$ cat src/rtl/rv32i_decode_stage_pkg.sv
// -----------------------------------------------------------------------------
// rv32i_decode_stage_pkg
// Shared RV32I definitions for the decode stage: opcode/funct constants, ALU
// op and immediate-format enums, the decoded bundle carried by the output and
// skid registers, the stage FSM encoding and a funct3 -> ALU op helper.
// -----------------------------------------------------------------------------
package rv32i_decode_stage_pkg;

  localparam logic [6:0] OPC_LUI    = 7'b0110111;
  localparam logic [6:0] OPC_AUIPC  = 7'b0010111;
  localparam logic [6:0] OPC_JAL    = 7'b1101111;
  localparam logic [6:0] OPC_JALR   = 7'b1100111;
  localparam logic [6:0] OPC_BRANCH = 7'b1100011;
  localparam logic [6:0] OPC_LOAD   = 7'b0000011;
  localparam logic [6:0] OPC_STORE  = 7'b0100011;
  localparam logic [6:0] OPC_OP_IMM = 7'b0010011;
  localparam logic [6:0] OPC_OP     = 7'b0110011;

  localparam logic [6:0] FUNCT7_BASE = 7'h00;
  localparam logic [6:0] FUNCT7_ALT  = 7'h20;

  localparam logic [2:0] F3_ADD = 3'b000;
  localparam logic [2:0] F3_SRL = 3'b101;

  typedef enum logic [3:0] {
    ALU_ADD    = 4'd0,
    ALU_SUB    = 4'd1,
    ALU_SLL    = 4'd2,
    ALU_SLT    = 4'd3,
    ALU_SLTU   = 4'd4,
    ALU_XOR    = 4'd5,
    ALU_SRL    = 4'd6,
    ALU_SRA    = 4'd7,
    ALU_OR     = 4'd8,
    ALU_AND    = 4'd9,
    ALU_PASS_B = 4'd10
  } alu_op_t;

  typedef enum logic [2:0] {
    IMM_I = 3'd0,
    IMM_S = 3'd1,
    IMM_B = 3'd2,
    IMM_U = 3'd3,
    IMM_J = 3'd4
  } imm_fmt_t;

  typedef enum logic [1:0] {
    ST_EMPTY = 2'd0,
    ST_FULL  = 2'd1,
    ST_SKID  = 2'd2
  } state_t;

  typedef struct packed {
    logic [31:0] pc;
    logic [4:0]  rs1;
    logic [4:0]  rs2;
    logic [4:0]  rd;
    logic [31:0] imm;
    alu_op_t     alu_op;
    logic        alu_src_imm;
    logic        alu_src_pc;
    logic        reg_write;
    logic        mem_read;
    logic        mem_write;
    logic [2:0]  funct3;
    logic        branch;
    logic        jump;
    logic        illegal;
  } decode_bundle_t;

  // alt selects SUB (funct3=ADD) or SRA (funct3=SRL); ignored otherwise.
  function automatic alu_op_t f3_to_alu(input logic [2:0] f3, input logic alt);
    alu_op_t op;
    case (f3)
      3'b000:  op = alt ? ALU_SUB : ALU_ADD;
      3'b001:  op = ALU_SLL;
      3'b010:  op = ALU_SLT;
      3'b011:  op = ALU_SLTU;
      3'b100:  op = ALU_XOR;
      3'b101:  op = alt ? ALU_SRA : ALU_SRL;
      3'b110:  op = ALU_OR;
      default: op = ALU_AND;
    endcase
    return op;
  endfunction

endpackage

$ cat src/rtl/rv32i_imm_gen.sv
// -----------------------------------------------------------------------------
// rv32i_imm_gen
// Combinational immediate generator. Every format is sign-extended from
// instr[31].
// Ports:
//   i_instr  instruction word
//   i_fmt    immediate format (I/S/B/U/J)
//   o_imm    sign-extended immediate
// -----------------------------------------------------------------------------
module rv32i_imm_gen
  import rv32i_decode_stage_pkg::*;
(
  input  logic [31:0] i_instr,
  input  imm_fmt_t    i_fmt,
  output logic [31:0] o_imm
);

  always_comb begin
    case (i_fmt)
      IMM_S:   o_imm = {{20{i_instr[31]}}, i_instr[31:25], i_instr[11:7]};
      IMM_B:   o_imm = {{19{i_instr[31]}}, i_instr[31], i_instr[7],
                        i_instr[30:25], i_instr[11:8], 1'b0};
      IMM_U:   o_imm = {i_instr[31:12], 12'b0};
      IMM_J:   o_imm = {{11{i_instr[31]}}, i_instr[31], i_instr[19:12],
                        i_instr[20], i_instr[30:21], 1'b0};
      default: o_imm = {{20{i_instr[31]}}, i_instr[31:20]};
    endcase
  end

endmodule

$ cat src/rtl/rv32i_decode_stage.sv
// -----------------------------------------------------------------------------
// rv32i_decode_stage
// IF/ID stage: decodes an RV32I instruction and hands a registered control
// bundle to execute. An output register plus one skid register let
// o_if_ready come straight from a flop while still sustaining 1 instr/cycle.
//
// Optional feature macro: RV32I_DECODE_ILLEGAL_EN
//   defined   - unknown opcodes and bad OP funct7/funct3 combos raise
//               o_illegal and suppress all side-effect enables
//   undefined - o_illegal stays 0; unknown opcodes decode as a NOP
//
// Ports:
//   i_clk, i_rst                 clock, async active-high reset
//   i_if_valid/o_if_ready        fetch handshake (ready is registered)
//   i_if_instr, i_if_pc          instruction and its PC
//   i_flush                      drop everything held and incoming
//   o_ex_valid/i_ex_ready        execute handshake
//   o_pc .. o_illegal            decoded bundle fields
// -----------------------------------------------------------------------------
module rv32i_decode_stage
  import rv32i_decode_stage_pkg::*;
#(
  parameter int              XLEN     = 32,
  parameter logic [XLEN-1:0] RESET_PC = '0
) (
  input  logic            i_clk,
  input  logic            i_rst,
  input  logic            i_if_valid,
  output logic            o_if_ready,
  input  logic [XLEN-1:0] i_if_instr,
  input  logic [XLEN-1:0] i_if_pc,
  input  logic            i_flush,
  output logic            o_ex_valid,
  input  logic            i_ex_ready,
  output logic [XLEN-1:0] o_pc,
  output logic [4:0]      o_rs1,
  output logic [4:0]      o_rs2,
  output logic [4:0]      o_rd,
  output logic [XLEN-1:0] o_imm,
  output logic [3:0]      o_alu_op,
  output logic            o_alu_src_imm,
  output logic            o_alu_src_pc,
  output logic            o_reg_write,
  output logic            o_mem_read,
  output logic            o_mem_write,
  output logic [2:0]      o_funct3,
  output logic            o_branch,
  output logic            o_jump,
  output logic            o_illegal
);

  logic [6:0]     w_opc;
  logic [6:0]     w_f7;
  logic [2:0]     w_f3;
  imm_fmt_t       w_fmt;
  logic           w_use_imm;
  logic [31:0]    w_imm;
  decode_bundle_t w_dec;
  logic           w_in_xfer;
  logic           w_out_xfer;

  state_t         r_state;
  logic           r_if_ready;
  logic           r_ex_valid;
  decode_bundle_t r_out;
  decode_bundle_t r_skid;

  assign w_opc = i_if_instr[6:0];
  assign w_f3  = i_if_instr[14:12];
  assign w_f7  = i_if_instr[31:25];

  rv32i_imm_gen u_imm_gen (
    .i_instr (i_if_instr),
    .i_fmt   (w_fmt),
    .o_imm   (w_imm)
  );

  // Unused register fields stay 0 so hazard logic downstream never sees
  // a false dependency.
  always_comb begin
    w_dec        = '0;
    w_fmt        = IMM_I;
    w_use_imm    = 1'b0;
    w_dec.pc     = i_if_pc;
    w_dec.funct3 = w_f3;
    case (w_opc)
      OPC_OP: begin
        w_dec.rs1       = i_if_instr[19:15];
        w_dec.rs2       = i_if_instr[24:20];
        w_dec.rd        = i_if_instr[11:7];
        w_dec.alu_op    = f3_to_alu(w_f3, w_f7[5]);
        w_dec.reg_write = 1'b1;
`ifdef RV32I_DECODE_ILLEGAL_EN
        if (!(w_f7 == FUNCT7_BASE || w_f7 == FUNCT7_ALT) ||
            (w_f7 == FUNCT7_ALT && w_f3 != F3_ADD && w_f3 != F3_SRL))
          w_dec.illegal = 1'b1;
`endif
      end
      OPC_OP_IMM: begin
        w_dec.rs1         = i_if_instr[19:15];
        w_dec.rd          = i_if_instr[11:7];
        // Only SRAI uses funct7; for ADDI the same bit is immediate data.
        w_dec.alu_op      = f3_to_alu(w_f3, (w_f3 == F3_SRL) && w_f7[5]);
        w_dec.alu_src_imm = 1'b1;
        w_dec.reg_write   = 1'b1;
        w_use_imm         = 1'b1;
      end
      OPC_LOAD: begin
        w_dec.rs1         = i_if_instr[19:15];
        w_dec.rd          = i_if_instr[11:7];
        w_dec.alu_src_imm = 1'b1;
        w_dec.reg_write   = 1'b1;
        w_dec.mem_read    = 1'b1;
        w_use_imm         = 1'b1;
      end
      OPC_STORE: begin
        w_dec.rs1         = i_if_instr[19:15];
        w_dec.rs2         = i_if_instr[24:20];
        w_dec.alu_src_imm = 1'b1;
        w_dec.mem_write   = 1'b1;
        w_fmt             = IMM_S;
        w_use_imm         = 1'b1;
      end
      OPC_BRANCH: begin
        w_dec.rs1    = i_if_instr[19:15];
        w_dec.rs2    = i_if_instr[24:20];
        w_dec.alu_op = ALU_SUB;
        w_dec.branch = 1'b1;
        w_fmt        = IMM_B;
        w_use_imm    = 1'b1;
      end
      OPC_LUI: begin
        w_dec.rd          = i_if_instr[11:7];
        w_dec.alu_op      = ALU_PASS_B;
        w_dec.alu_src_imm = 1'b1;
        w_dec.reg_write   = 1'b1;
        w_fmt             = IMM_U;
        w_use_imm         = 1'b1;
      end
      OPC_AUIPC: begin
        w_dec.rd          = i_if_instr[11:7];
        w_dec.alu_src_imm = 1'b1;
        w_dec.alu_src_pc  = 1'b1;
        w_dec.reg_write   = 1'b1;
        w_fmt             = IMM_U;
        w_use_imm         = 1'b1;
      end
      OPC_JAL: begin
        w_dec.rd          = i_if_instr[11:7];
        w_dec.alu_src_imm = 1'b1;
        w_dec.alu_src_pc  = 1'b1;
        w_dec.reg_write   = 1'b1;
        w_dec.jump        = 1'b1;
        w_fmt             = IMM_J;
        w_use_imm         = 1'b1;
      end
      OPC_JALR: begin
        w_dec.rs1         = i_if_instr[19:15];
        w_dec.rd          = i_if_instr[11:7];
        w_dec.alu_src_imm = 1'b1;
        w_dec.reg_write   = 1'b1;
        w_dec.jump        = 1'b1;
        w_use_imm         = 1'b1;
      end
      default: begin
`ifdef RV32I_DECODE_ILLEGAL_EN
        w_dec.illegal = 1'b1;
`endif
      end
    endcase
    w_dec.imm = w_use_imm ? w_imm : '0;
    if (w_dec.rd == 5'd0) w_dec.reg_write = 1'b0;
`ifdef RV32I_DECODE_ILLEGAL_EN
    if (w_dec.illegal) begin
      w_dec.reg_write = 1'b0;
      w_dec.mem_read  = 1'b0;
      w_dec.mem_write = 1'b0;
      w_dec.branch    = 1'b0;
      w_dec.jump      = 1'b0;
    end
`endif
  end

  assign w_in_xfer  = i_if_valid & r_if_ready;
  assign w_out_xfer = r_ex_valid & i_ex_ready;

  // Handshake FSM; ready/valid are registered alongside the state.
  always_ff @(posedge i_clk or posedge i_rst) begin
    if (i_rst) begin
      r_state    <= ST_EMPTY;
      r_if_ready <= 1'b1;
      r_ex_valid <= 1'b0;
      r_out      <= '0;
      r_out.pc   <= RESET_PC;
      r_skid     <= '0;
    end else if (i_flush) begin
      r_state    <= ST_EMPTY;
      r_if_ready <= 1'b1;
      r_ex_valid <= 1'b0;
    end else begin
      case (r_state)
        ST_EMPTY: begin
          if (w_in_xfer) begin
            r_out      <= w_dec;
            r_ex_valid <= 1'b1;
            r_state    <= ST_FULL;
          end
        end
        ST_FULL: begin
          if (w_in_xfer && !w_out_xfer) begin
            r_skid     <= w_dec;
            r_if_ready <= 1'b0;
            r_state    <= ST_SKID;
          end else if (w_out_xfer && !w_in_xfer) begin
            r_ex_valid <= 1'b0;
            r_state    <= ST_EMPTY;
          end else if (w_in_xfer && w_out_xfer) begin
            r_out <= w_dec;
          end
        end
        ST_SKID: begin
          if (w_out_xfer) begin
            r_out      <= r_skid;
            r_if_ready <= 1'b1;
            r_state    <= ST_FULL;
          end
        end
        default: begin
          r_state    <= ST_EMPTY;
          r_if_ready <= 1'b1;
          r_ex_valid <= 1'b0;
        end
      endcase
    end
  end

  assign o_if_ready    = r_if_ready;
  assign o_ex_valid    = r_ex_valid;
  assign o_pc          = r_out.pc;
  assign o_rs1         = r_out.rs1;
  assign o_rs2         = r_out.rs2;
  assign o_rd          = r_out.rd;
  assign o_imm         = r_out.imm;
  assign o_alu_op      = r_out.alu_op;
  assign o_alu_src_imm = r_out.alu_src_imm;
  assign o_alu_src_pc  = r_out.alu_src_pc;
  assign o_reg_write   = r_out.reg_write;
  assign o_mem_read    = r_out.mem_read;
  assign o_mem_write   = r_out.mem_write;
  assign o_funct3      = r_out.funct3;
  assign o_branch      = r_out.branch;
  assign o_jump        = r_out.jump;
  assign o_illegal     = r_out.illegal;

endmodule

$ cat config.mk
export PLATFORM = sky130hd
export DESIGN_NAME = rv32i_decode_stage
export DESIGN_NICKNAME = d
export VERILOG_FILES = /design/src/rtl/rv32i_decode_stage_pkg.sv /design/src/rtl/rv32i_imm_gen.sv /design/src/rtl/rv32i_decode_stage.sv
export SDC_FILE = /design/constraint.sdc
export NUM_CORES = 1
export LEC_CHECK = 0
export ABC_AREA = 0
export BUFFER_PORTS_ARGS = -buffer_cell sky130_fd_sc_hd__buf_4
export CORE_MARGIN = 5
export CORE_UTILIZATION = 47
export DETAILED_ROUTE_END_ITERATION = 10
export GPL_TIMING_DRIVEN = 0
export PLACE_DENSITY = 0.69
export RECOVER_POWER = 100
export SLEW_MARGIN = 40
export SYNTH_ARGS = -nofsm -noshare
export SYNTH_HDL_FRONTEND = slang
export SYNTH_SLANG_ARGS = --single-unit
$ cat constraint.sdc
create_clock -name i_clk -period 6.85 [get_ports i_clk]
set_input_delay 0 -clock i_clk [delete_from_list [all_inputs] [get_ports i_clk]]
set_output_delay 0 -clock i_clk [all_outputs]
set_load 0.02 [all_outputs]
==> out/metrics.cfg, run 1 <==
[timing]
final-hold-violation-count = 0
clock.fmax_ghz = 0.365
rsz0062_at_grt = no
max_slew_margin_pct = -65.2
min_period_ns = 2.74
setup-violations-final = 0
fin_skew_ns = 0.00690
worst_pin_slew_ns = 2.46
drv_slew = 53
fin_tns_setup_ns = 0
min_period_over_period_pct = 40.0
finalWorstSetupSlack_ns = 4.11

[outcome]
outcome = complete, but fails checks
violations = max-capacitance violations, max-slew violations

[drt]
drt-total-wl_um = 27900
drt_iter0_drc = 832
final_antenna_net_count = 0
route.detailed.drc = 0
drt-pass1-iter-count = 6
num_vias = 8304
via_per_inst = 5.58
wl_per_cell_um = 18.8

[yosys]
synth-seq-area-share_pct = 54.5
synth_warnings = 0
ys_seq_elements = 190
synth_cells = 1006
async_reset_ff_share_pct = 100
synth_adder_area_share_pct = 0
synth_flop_cell = dfrtp_1
synthMuxAreaShare_pct = 0.473
syn_nets = 1075
ys_types = 57
avgSynthCellArea_um2 = 8.67
synth_compound_area_share_pct = 16.3
synth-xor-area-share_pct = 0
yosys.area_share.simple_pct = 24.0
synth_top_family_by_area = simple AND/OR/NAND/NOR gates
synthesis.area_um2 = 8720
synth-edff-count = 0

[worst_setup_path]
crit_path_end = o_imm[1]
crit_fanout = 10
r2r_start = o_if_ready
crit_family = buffers and inverters
critPathKind = flip-flop to flip-flop
r2r-end = o_imm[1]
cp-start-kind = flip-flop
r2r_slack_ns = 4.11
max_stage_delay_ns = 0.63
cpMostUsedCell = clkbuf_1
cp-startpoint = o_if_ready
worstSetupPathDepth = 8
crit_arrival_ns = 3.09
r2r_cells = 8
slowest_stage = dfstp_1
crit_path_end_kind = flip-flop
worst-path-buf-inv = 3
path_cells = nand3b_1, a21oi_1, o21ba_1, clkbuf_1, clkbuf_1, clkbuf_1, nand3_1, o211ai_1
cp.required_ns = 7.20

[clocking]
clock_latency_ns = 0.44
cts_resized = 0
cts_tree = built
clockBufferDepth = 2
root_buffer = clkbuf_16
htreeDepth = 4
cts_buffers = 17
cts.clk_slew.worst_paths_ns = 0.07
clock_sinks = 190

[pwr]
p_leak_nw = 4.96
peakVddDrop_uv = 190
total_power_w = 0.00373
p_per_area_nw_per_um2 = 337

[final_layout]
antenna_cells = 0
final_common_cell = nand2_1
final_cell_mix = 311 x nand2_1, 189 x dfrtp_1, 144 x clkbuf_1, 87 x nor2_1, 70 x buf_4
multi_input_area_um2 = 3550
layout-area-overhead-vs-synth_pct = 26.9
nets = 1314
layout.cells.non_filler = 1487
regArea_um2 = 4760
utilization_pct = 61.0
nFillCells = 1683
drive_gt1_share_pct = 11.1

[floorplanning]
die_area_um2 = 21400
die_h_um = 146
design.core.area_um2 = 18100
die_w_um = 146
ios = 165
rows = 49
start_util_pct = 48.1

[grt]
grt_pass1_wl_um = 44400
track_usage_pct = 26.1
gr-total-overflow = 0
grt_util_met2_pct = 40.4
antenna_found_initial = 0
grtUsageMet1_pct = 36.2
grt_use_met3_pct = 6.17
grt_start_max_net_pins = 79
grt_pass1_vias = 8049
busiest_layer = met2

[worst_hold_path]
hold_path_class = input port to flip-flop
holdCritStartpoint = i_if_valid

[place]
gp_congestion = 0.925
place_inst = 1397
pre_cts_slack_ns = 4.62
dp_hpwl_um = 19300
io_buffers = 160

[job]
maxCapViolations = 1

per-stage QoR:
| step | hold slack, ns | cell area (µm²) |
|---|---|---|
| floorplan | 0.0631 | 8720 |
| global placement | 0.201 | 10200 |
| detailed placement | 0.0348 | 10300 |
| CTS | 0.00122 | 11500 |
| global route | 0.0241 | 11100 |
| finish | 0.00200 | 11100 |
worst min-delay path by stage:
stage	to	slack (ns)	cells after the start
floorplan	o_ex_valid	0.06	1
global placement	r_skid[93]	0.20	3
detailed placement	r_skid[41]	0.03	2
CTS	o_ex_valid	0.001	4
global route	o_ex_valid	0.02	4
finish	o_ex_valid	0.002	4
routing by layer:
metal | part of all wire [%] | wire length [µm] | vias up
li1 | - | - | 3911
met5 | 0 | 0 | -
met1 | 44 | 12200 | 3986
met3 | 7.4 | 2080 | 59
met2 | 46 | 12900 | 348
met4 | 2.9 | 809 | 0
what timing repair did:
item / 4_1_cts / 5_1_grt
hold buffers: 58 / 0
setup buffers: 0 / 0
hold endpoints to repair: 264 / 0
tightest hold or removal path, cell delays in order:
cell and delay, ns:
buf_4 0.12, nand3b_1 0.10, a21o_1 0.12, a21oi_1 0.06
final cells by class:
cell class | instances | share of cell area (%)
Buffer | 79 | 3.32
Inverter | 2 | 0.0791
Sequential cell | 190 | 43.0
Clock inverter | 14 | 1.65
Tap cell | 229 | 2.59
Timing Repair Buffer | 220 | 13.4
Clock buffer | 18 | 3.97
Multi-Input combinational cell | 735 | 32.1
cells by family (layout without fill, tap and decap cells):
group | after synthesis | after routing
and+or+nand+nor | 496 | 496
AOI/OAI and AO/OA | 234 | 234
DFF | 190 | 190
buffers and inverters | 81 | 333
muxes | 4 | 4
other | 1 | 1
cell usage after synthesis, drive strengths merged, types with 4 or more instances:
cell,n,area [µm²]
nor2,89,344
nor3,5,35.0
and2,10,62.6
nand2b,7,43.8
dfrtp,189,4730
buf,41,250
a31oi,59,369
a22oi,5,37.5
nand2,311,1170
clkbuf,38,143
o21ai,57,285
a21oi,64,324
o211ai,20,150
o311ai,8,70.1
a211oi,4,30.0
nand3,55,275
power by group:
| group | internal [W] | switching, W |
|---|---|---|
| combinational | 0.000330 | 0.000718 |
| clock | 0.000592 | 0.000460 |
| sequential | 0.00144 | 0.000185 |
| total | 0.00236 | 0.00136 |
flip-flops by register name, indices dropped and copies added (netlist names):
name           count
o_mem_write        1
o_ex_valid         1
o_alu_src_imm      1
o_rs2              5
r_skid            93
o_pc              32
r_state            2
o_reg_write        1
o_rs1              5
o_mem_read         1
o_alu_op           4
o_if_ready         1
o_imm             32
o_alu_src_pc       1
o_jump             1
o_branch           1
o_rd               5
o_funct3           3
No activity file was read; power rests on OpenSTA's default activity.
==> inputs of run 2 (changes only) <==
Settings changed: PLACE_DENSITY 0.69 to 0.72.
Clock period 6.85 ns to 2.5 ns, I/O delays scaled along.
==> out/metrics.cfg, run 2 (synthesized netlist as in run 1, its figures left out) <==
[outcome]
outcome = finished, final reports clean

[pwr]
power.internal_w = 0.00670
p_sw_share_pct = 36.0
seq_power_share_pct = 42.8
peakVddDrop_uv = 516
total_power_w = 0.0105
switchingPower_w = 0.00377
p_leak_nw = 5.05
pwr-share-comb_pct = 27.7
pwr-share-clk_pct = 29.6
p_per_area_nw_per_um2 = 933

[place]
place_inst = 1403
dp_hpwl_um = 20000
gp_congestion = 0.936
io_buffers = 160
placed_cell_area_um2 = 10400

[final_layout]
final_common_cell = nand2_1
nFillCells = 1648
final_cell_mix = 311 x nand2_1, 189 x dfrtp_1, 135 x clkbuf_1, 87 x nor2_1, 71 x buf_4
antenna_cells = 0
drive_gt1_share_pct = 12.5
registers.top_by_ff_count = r_skid
nets = 1320
layout-area-overhead-vs-synth_pct = 28.6
largest_register_ffs = 93
multi_input_area_um2 = 3560
final_area_um2 = 11200
regArea_um2 = 4760
layout.cells.non_filler = 1493

[worst_setup_path]
r2r_cells = 5
r2r_start = o_if_ready
crit_arrival_ns = 2.72
cp-start-kind = flip-flop
crit_family = simple AND/OR/NAND/NOR gates
cp.required_ns = 2.87
slowest_stage = dfstp_1
max_stage_delay_ns = 0.64
crit_fanout = 10
cpMostUsedCell = nand3_1
r2r_slack_ns = 0.15
critPathKind = flip-flop to flip-flop
r2r-end = r_skid[6]
crit_path_end_kind = flip-flop
path_cells = nand3_1, nor3_2, clkbuf_1, nand3_1, nand2_1
worst-path-buf-inv = 1

[timing]
final-hold-violation-count = 0
setup-violations-final = 0
drv_slew = 0
clock.fmax_ghz = 0.426
min_period_ns = 2.35
rsz0062_at_grt = no
min_period_over_period_pct = 94.0
fin_skew_ns = 0.00667
worst_pin_slew_ns = 1.28
max_slew_margin_pct = 14.5

[worst_hold_path]
hold_path_class = input port to flip-flop
hold_path_end = o_ex_valid
hold_depth = 4
holdCritStartpoint = i_if_valid

[floorplanning]
ios = 165
rows = 49
die_area_um2 = 21400
die_h_um = 146
start_util_pct = 48.1
die_w_um = 146
design.core.area_um2 = 18100

[grt]
grt_pass1_vias = 8157
grtUsageMet1_pct = 37.6
track_usage_pct = 26.2
antenna_found_initial = 0
grt_util_met2_pct = 41.0
gr-total-overflow = 0
busiest_layer = met2
grt_use_met3_pct = 4.74
grt_start_max_net_pins = 26
grt_pass1_wl_um = 45000

[drt]
num_vias = 8461
final_antenna_net_count = 0
route.detailed.drc = 0
drt_iter0_drc = 891
drt-total-wl_um = 27900
via_per_inst = 5.67
wl_per_cell_um = 18.7
drt-pass1-iter-count = 5

[clocking]
cts_tree = built
ctsHoldBuffers = 58
cts.clk_slew.worst_paths_ns = 0.07
cts_resized = 0
clockBufferDepth = 2
root_buffer = clkbuf_16
clock_sinks = 190
cts_buffers = 17
htreeDepth = 4
clock_latency_ns = 0.43
cts_setup_buffers = 0

[job]
maxCapViolations = 0

==> run 2: changes by cell type in the layout (fill, tap and decap cells not counted), moves of 2 or more <==
cell       delta
clkbuf_2     +10
clkbuf_1      -9
bufinv_16     +2
clkinv_2      -2
inv_6         -2
inv_8         +2
==> run 2: per-stage QoR <==
stage | setup WS [ns] | setup TNS (ns) | utilization, % | hold slack, ns
3_5_place_dp | 0.326 | 0 | 57.3 | 0.0707
5_1_grt | 0.0612 | 0 | 61.8 | 0.0344
6_report | 0.151 | 0 | 61.8 | 0.0218
4_1_cts | 0.293 | 0 | 64.2 | 0.00965
3_3_place_gp | -1.16 | -217.03 | 56.3 | 0.201
2_1_floorplan | 0.0524 | 0 | - | 0.0631
==> run 2: layer usage <==
| metal | share of wire (%) | up-vias |
|---|---|---|
| met3 | 8.1 | 47 |
| met4 | 2.4 | 0 |
| met1 | 43 | 4097 |
| met5 | 0 | - |
| met2 | 46 | 403 |
| li1 | - | 3914 |
==> run 2: area by class of cell <==
class	instances	share of cell area, %
Clock inverter	14	2.04
Clock buffer	18	3.92
Buffer	79	3.38
Tap cell	229	2.55
Inverter	2	0.0781
Timing Repair Buffer	226	13.9
Multi-Input combinational cell	735	31.8
Sequential cell	190	42.4
==> run 2: worst max path at each step <==
stage / start / endpoint / slack, ns / cells after the start
global route: o_if_ready / r_skid[10] / 0.06 / 7
finish: o_if_ready / r_skid[6] / 0.15 / 5
floorplan: i_rst / o_alu_op[0] / 0.05 / 1
global placement: i_rst / o_pc[1] / -1.16 / 2
detailed placement: r_state[0] / o_funct3[0] / 0.33 / 5
CTS: r_state[0] / o_funct3[0] / 0.29 / 5
==> run 2: power groups by stage <==
stage               registers [W]  clock network (W)  logic [W]
CTS                       0.00448            0.00310    0.00337
detailed placement        0.00453                  0    0.00328
finish                    0.00448            0.00310    0.00290
global route              0.00458            0.00325    0.00317
global placement          0.00450                  0    0.00318
floorplan                 0.00508                  0    0.00117
==> run 2: worst min-delay path, cell delays in order <==
cell	delay, ns
buf_4	0.13
nand3b_1	0.11
a21o_1	0.12
a21oi_1	0.06
==> inputs of run 3 (changes only) <==
Settings changed: CELL_PAD_IN_SITES_DETAIL_PLACEMENT set to 0, CELL_PAD_IN_SITES_GLOBAL_PLACEMENT set to 1, CORE_UTILIZATION 47 to 38, PLACE_DENSITY 0.72 to unset, PLACE_DENSITY_LB_ADDON set to 0.1.
==> out/metrics.cfg, run 3 (synthesized netlist as in run 1, its figures left out) <==
[outcome]
outcome = finished, final reports clean

[pwr]
switchingPower_w = 0.00375
p_leak_nw = 5.03
pwr-share-clk_pct = 28.4
seq_power_share_pct = 43.7
p_per_area_nw_per_um2 = 909
power.internal_w = 0.00645
p_sw_share_pct = 36.8
total_power_w = 0.0102
pwr-share-comb_pct = 27.9
peakVddDrop_uv = 484

[final_layout]
nFillCells = 2325
antenna_cells = 0
layout-area-overhead-vs-synth_pct = 28.6
utilization_pct = 49.5
final_cell_mix = 311 x nand2_1, 189 x dfrtp_1, 139 x clkbuf_1, 87 x nor2_1, 69 x buf_4
registers.top_by_ff_count = r_skid
final_common_cell = nand2_1
nets = 1321
drive_gt1_share_pct = 12.3
largest_register_ffs = 93

[grt]
grt_pass1_vias = 8120
grt_start_max_net_pins = 25
track_usage_pct = 22.7
antenna_found_initial = 0
gr-total-overflow = 0
grt_pass1_wl_um = 46500

[drt]
drt_iter0_drc = 624
wl_per_cell_um = 19.0
num_vias = 8161
drt-total-wl_um = 29400
route.detailed.drc = 0
via_per_inst = 5.27
drt-pass1-iter-count = 7
final_antenna_net_count = 0

[place]
dp_hpwl_um = 21100
io_buffers = 160
gp_congestion = 0.863

[worst_setup_path]
crit_arrival_ns = 2.63
crit_family = buffers and inverters
crit_fanout = 10
crit_path_end_kind = flip-flop
critPathKind = flip-flop to flip-flop
cp.required_ns = 2.78
cp-start-kind = flip-flop
r2r_slack_ns = 0.15
slowest_stage = dfstp_2
path_cells = nand3b_1, a21oi_1, o21ba_1, buf_2, buf_4, clkbuf_1, a31oi_1
worst-path-buf-inv = 3
max_stage_delay_ns = 0.60

[floorplanning]
start_util_pct = 38.5
die_area_um2 = 26100
die_h_um = 162
die_w_um = 162
ios = 165
rows = 55
design.core.area_um2 = 22600

[timing]
fin_skew_ns = 0.00869
min_period_over_period_pct = 94.1
setup-violations-final = 0
rsz0062_at_grt = no
max_slew_margin_pct = 14.7
worst_pin_slew_ns = 1.28
clock.fmax_ghz = 0.425
whs_ns = 0.00369
min_period_ns = 2.35
final-hold-violation-count = 0
drv_slew = 0

[clocking]
cts_setup_buffers = 0
root_buffer = clkbuf_16
cts.clk_slew.worst_paths_ns = 0.07
clockBufferDepth = 2
clock_latency_ns = 0.44
cts_tree = built
htreeDepth = 4
cts_buffers = 17
clock_sinks = 190

[worst_hold_path]
hold_path_class = input port to flip-flop

[job]
maxCapViolations = 0

==> run 3: cell count changes in the layout (fill, tap and decap cells not counted), moves of 2 or more <==
| cell | change |
|---|---|
| inv_8 | -2 |
| inv_6 | +2 |
| clkinvlp_4 | -3 |
| clkbuf_1 | +4 |
| buf_2 | -2 |
| buf_16 | -2 |
| bufinv_16 | -3 |
| buf_4 | -2 |
| clkinv_4 | +2 |
| clkbuf_8 | +2 |
| buf_12 | +2 |
==> run 3: layout make-up <==
class                           count  area, µm²  share of cell area [%]
Clock buffer                       20        467                    4.16
Timing Repair Buffer              227       1540                    13.7
Inverter                            2       8.76                  0.0781
Sequential cell                   190       4760                    42.4
Clock inverter                     12        150                    1.34
Buffer                             79        380                    3.39
Multi-Input combinational cell    735       3560                    31.8
Tap cell                          285        357                    3.18
==> run 3: worst reg2reg max path, stage by stage, from the launching register on <==
cell and delay (ns):
dfstp_2 0.60, nand3b_1 0.12, a21oi_1 0.28, o21ba_1 0.17, buf_2 0.16, buf_4 0.21, clkbuf_1 0.48, a31oi_1 0.17
==> run 3: path summary, 6_finish.rpt <==
path | start | end | cells past startpoint
worst max register to register | o_if_ready | o_alu_op[2] | 7
worst min register to register | r_skid[73] | r_skid[73] | 2
worst max-delay path | o_if_ready | o_alu_op[2] | 7
min in group asynchronous | i_rst | o_imm[22] | 3
worst min-delay path | i_if_valid | o_ex_valid | 4
max in group asynchronous | i_rst | r_skid[60] | 7
==> run 3: per-stage QoR <==
| stage | setup TNS [ns] | cells | cell area (µm²) | setup slack, ns |
|---|---|---|---|---|
| finish | 0 | 1550 | 11200 | 0.146 |
| global route | 0 | 1550 | 11200 | 0.00803 |
| CTS | 0 | 1550 | 11700 | 0.151 |
| detailed placement | 0 | 1460 | 10500 | 0.170 |
| global placement | -257.62 | 1451 | 10300 | -1.39 |
| floorplan | 0 | 1006 | 8730 | 0.0524 |
==> run 3: per-layer routing <==
layer / part of all wire [%] / vias to the layer above / global-route usage [%]
met5: 0 / - / 0
met1: 47 / 3952 / 32.1
met4: 1.8 / 0 / 5.31
met2: 46 / 248 / 35.9
met3: 5.6 / 35 / 4.62
li1: - / 3926 / -
==> run 3: what timing repair did <==
action | 4_1_cts | 5_1_grt
endpoints found under the setup margin | 0 | 0
hold buffers | 58 | 0
hold endpoints to repair | 266 | 0
resized for setup | 0 | 0
==> run 3: power by group through the flow <==
stage / clock, W / combinational, W / sequential (W)
final: 0.00289 / 0.00285 / 0.00446
after global routing: 0.00305 / 0.00317 / 0.00458
after CTS: 0.00295 / 0.00336 / 0.00448
after detailed placement: 0 / 0.00328 / 0.00453
after global placement: 0 / 0.00320 / 0.00453
after floorplan: 0 / 0.00117 / 0.00508
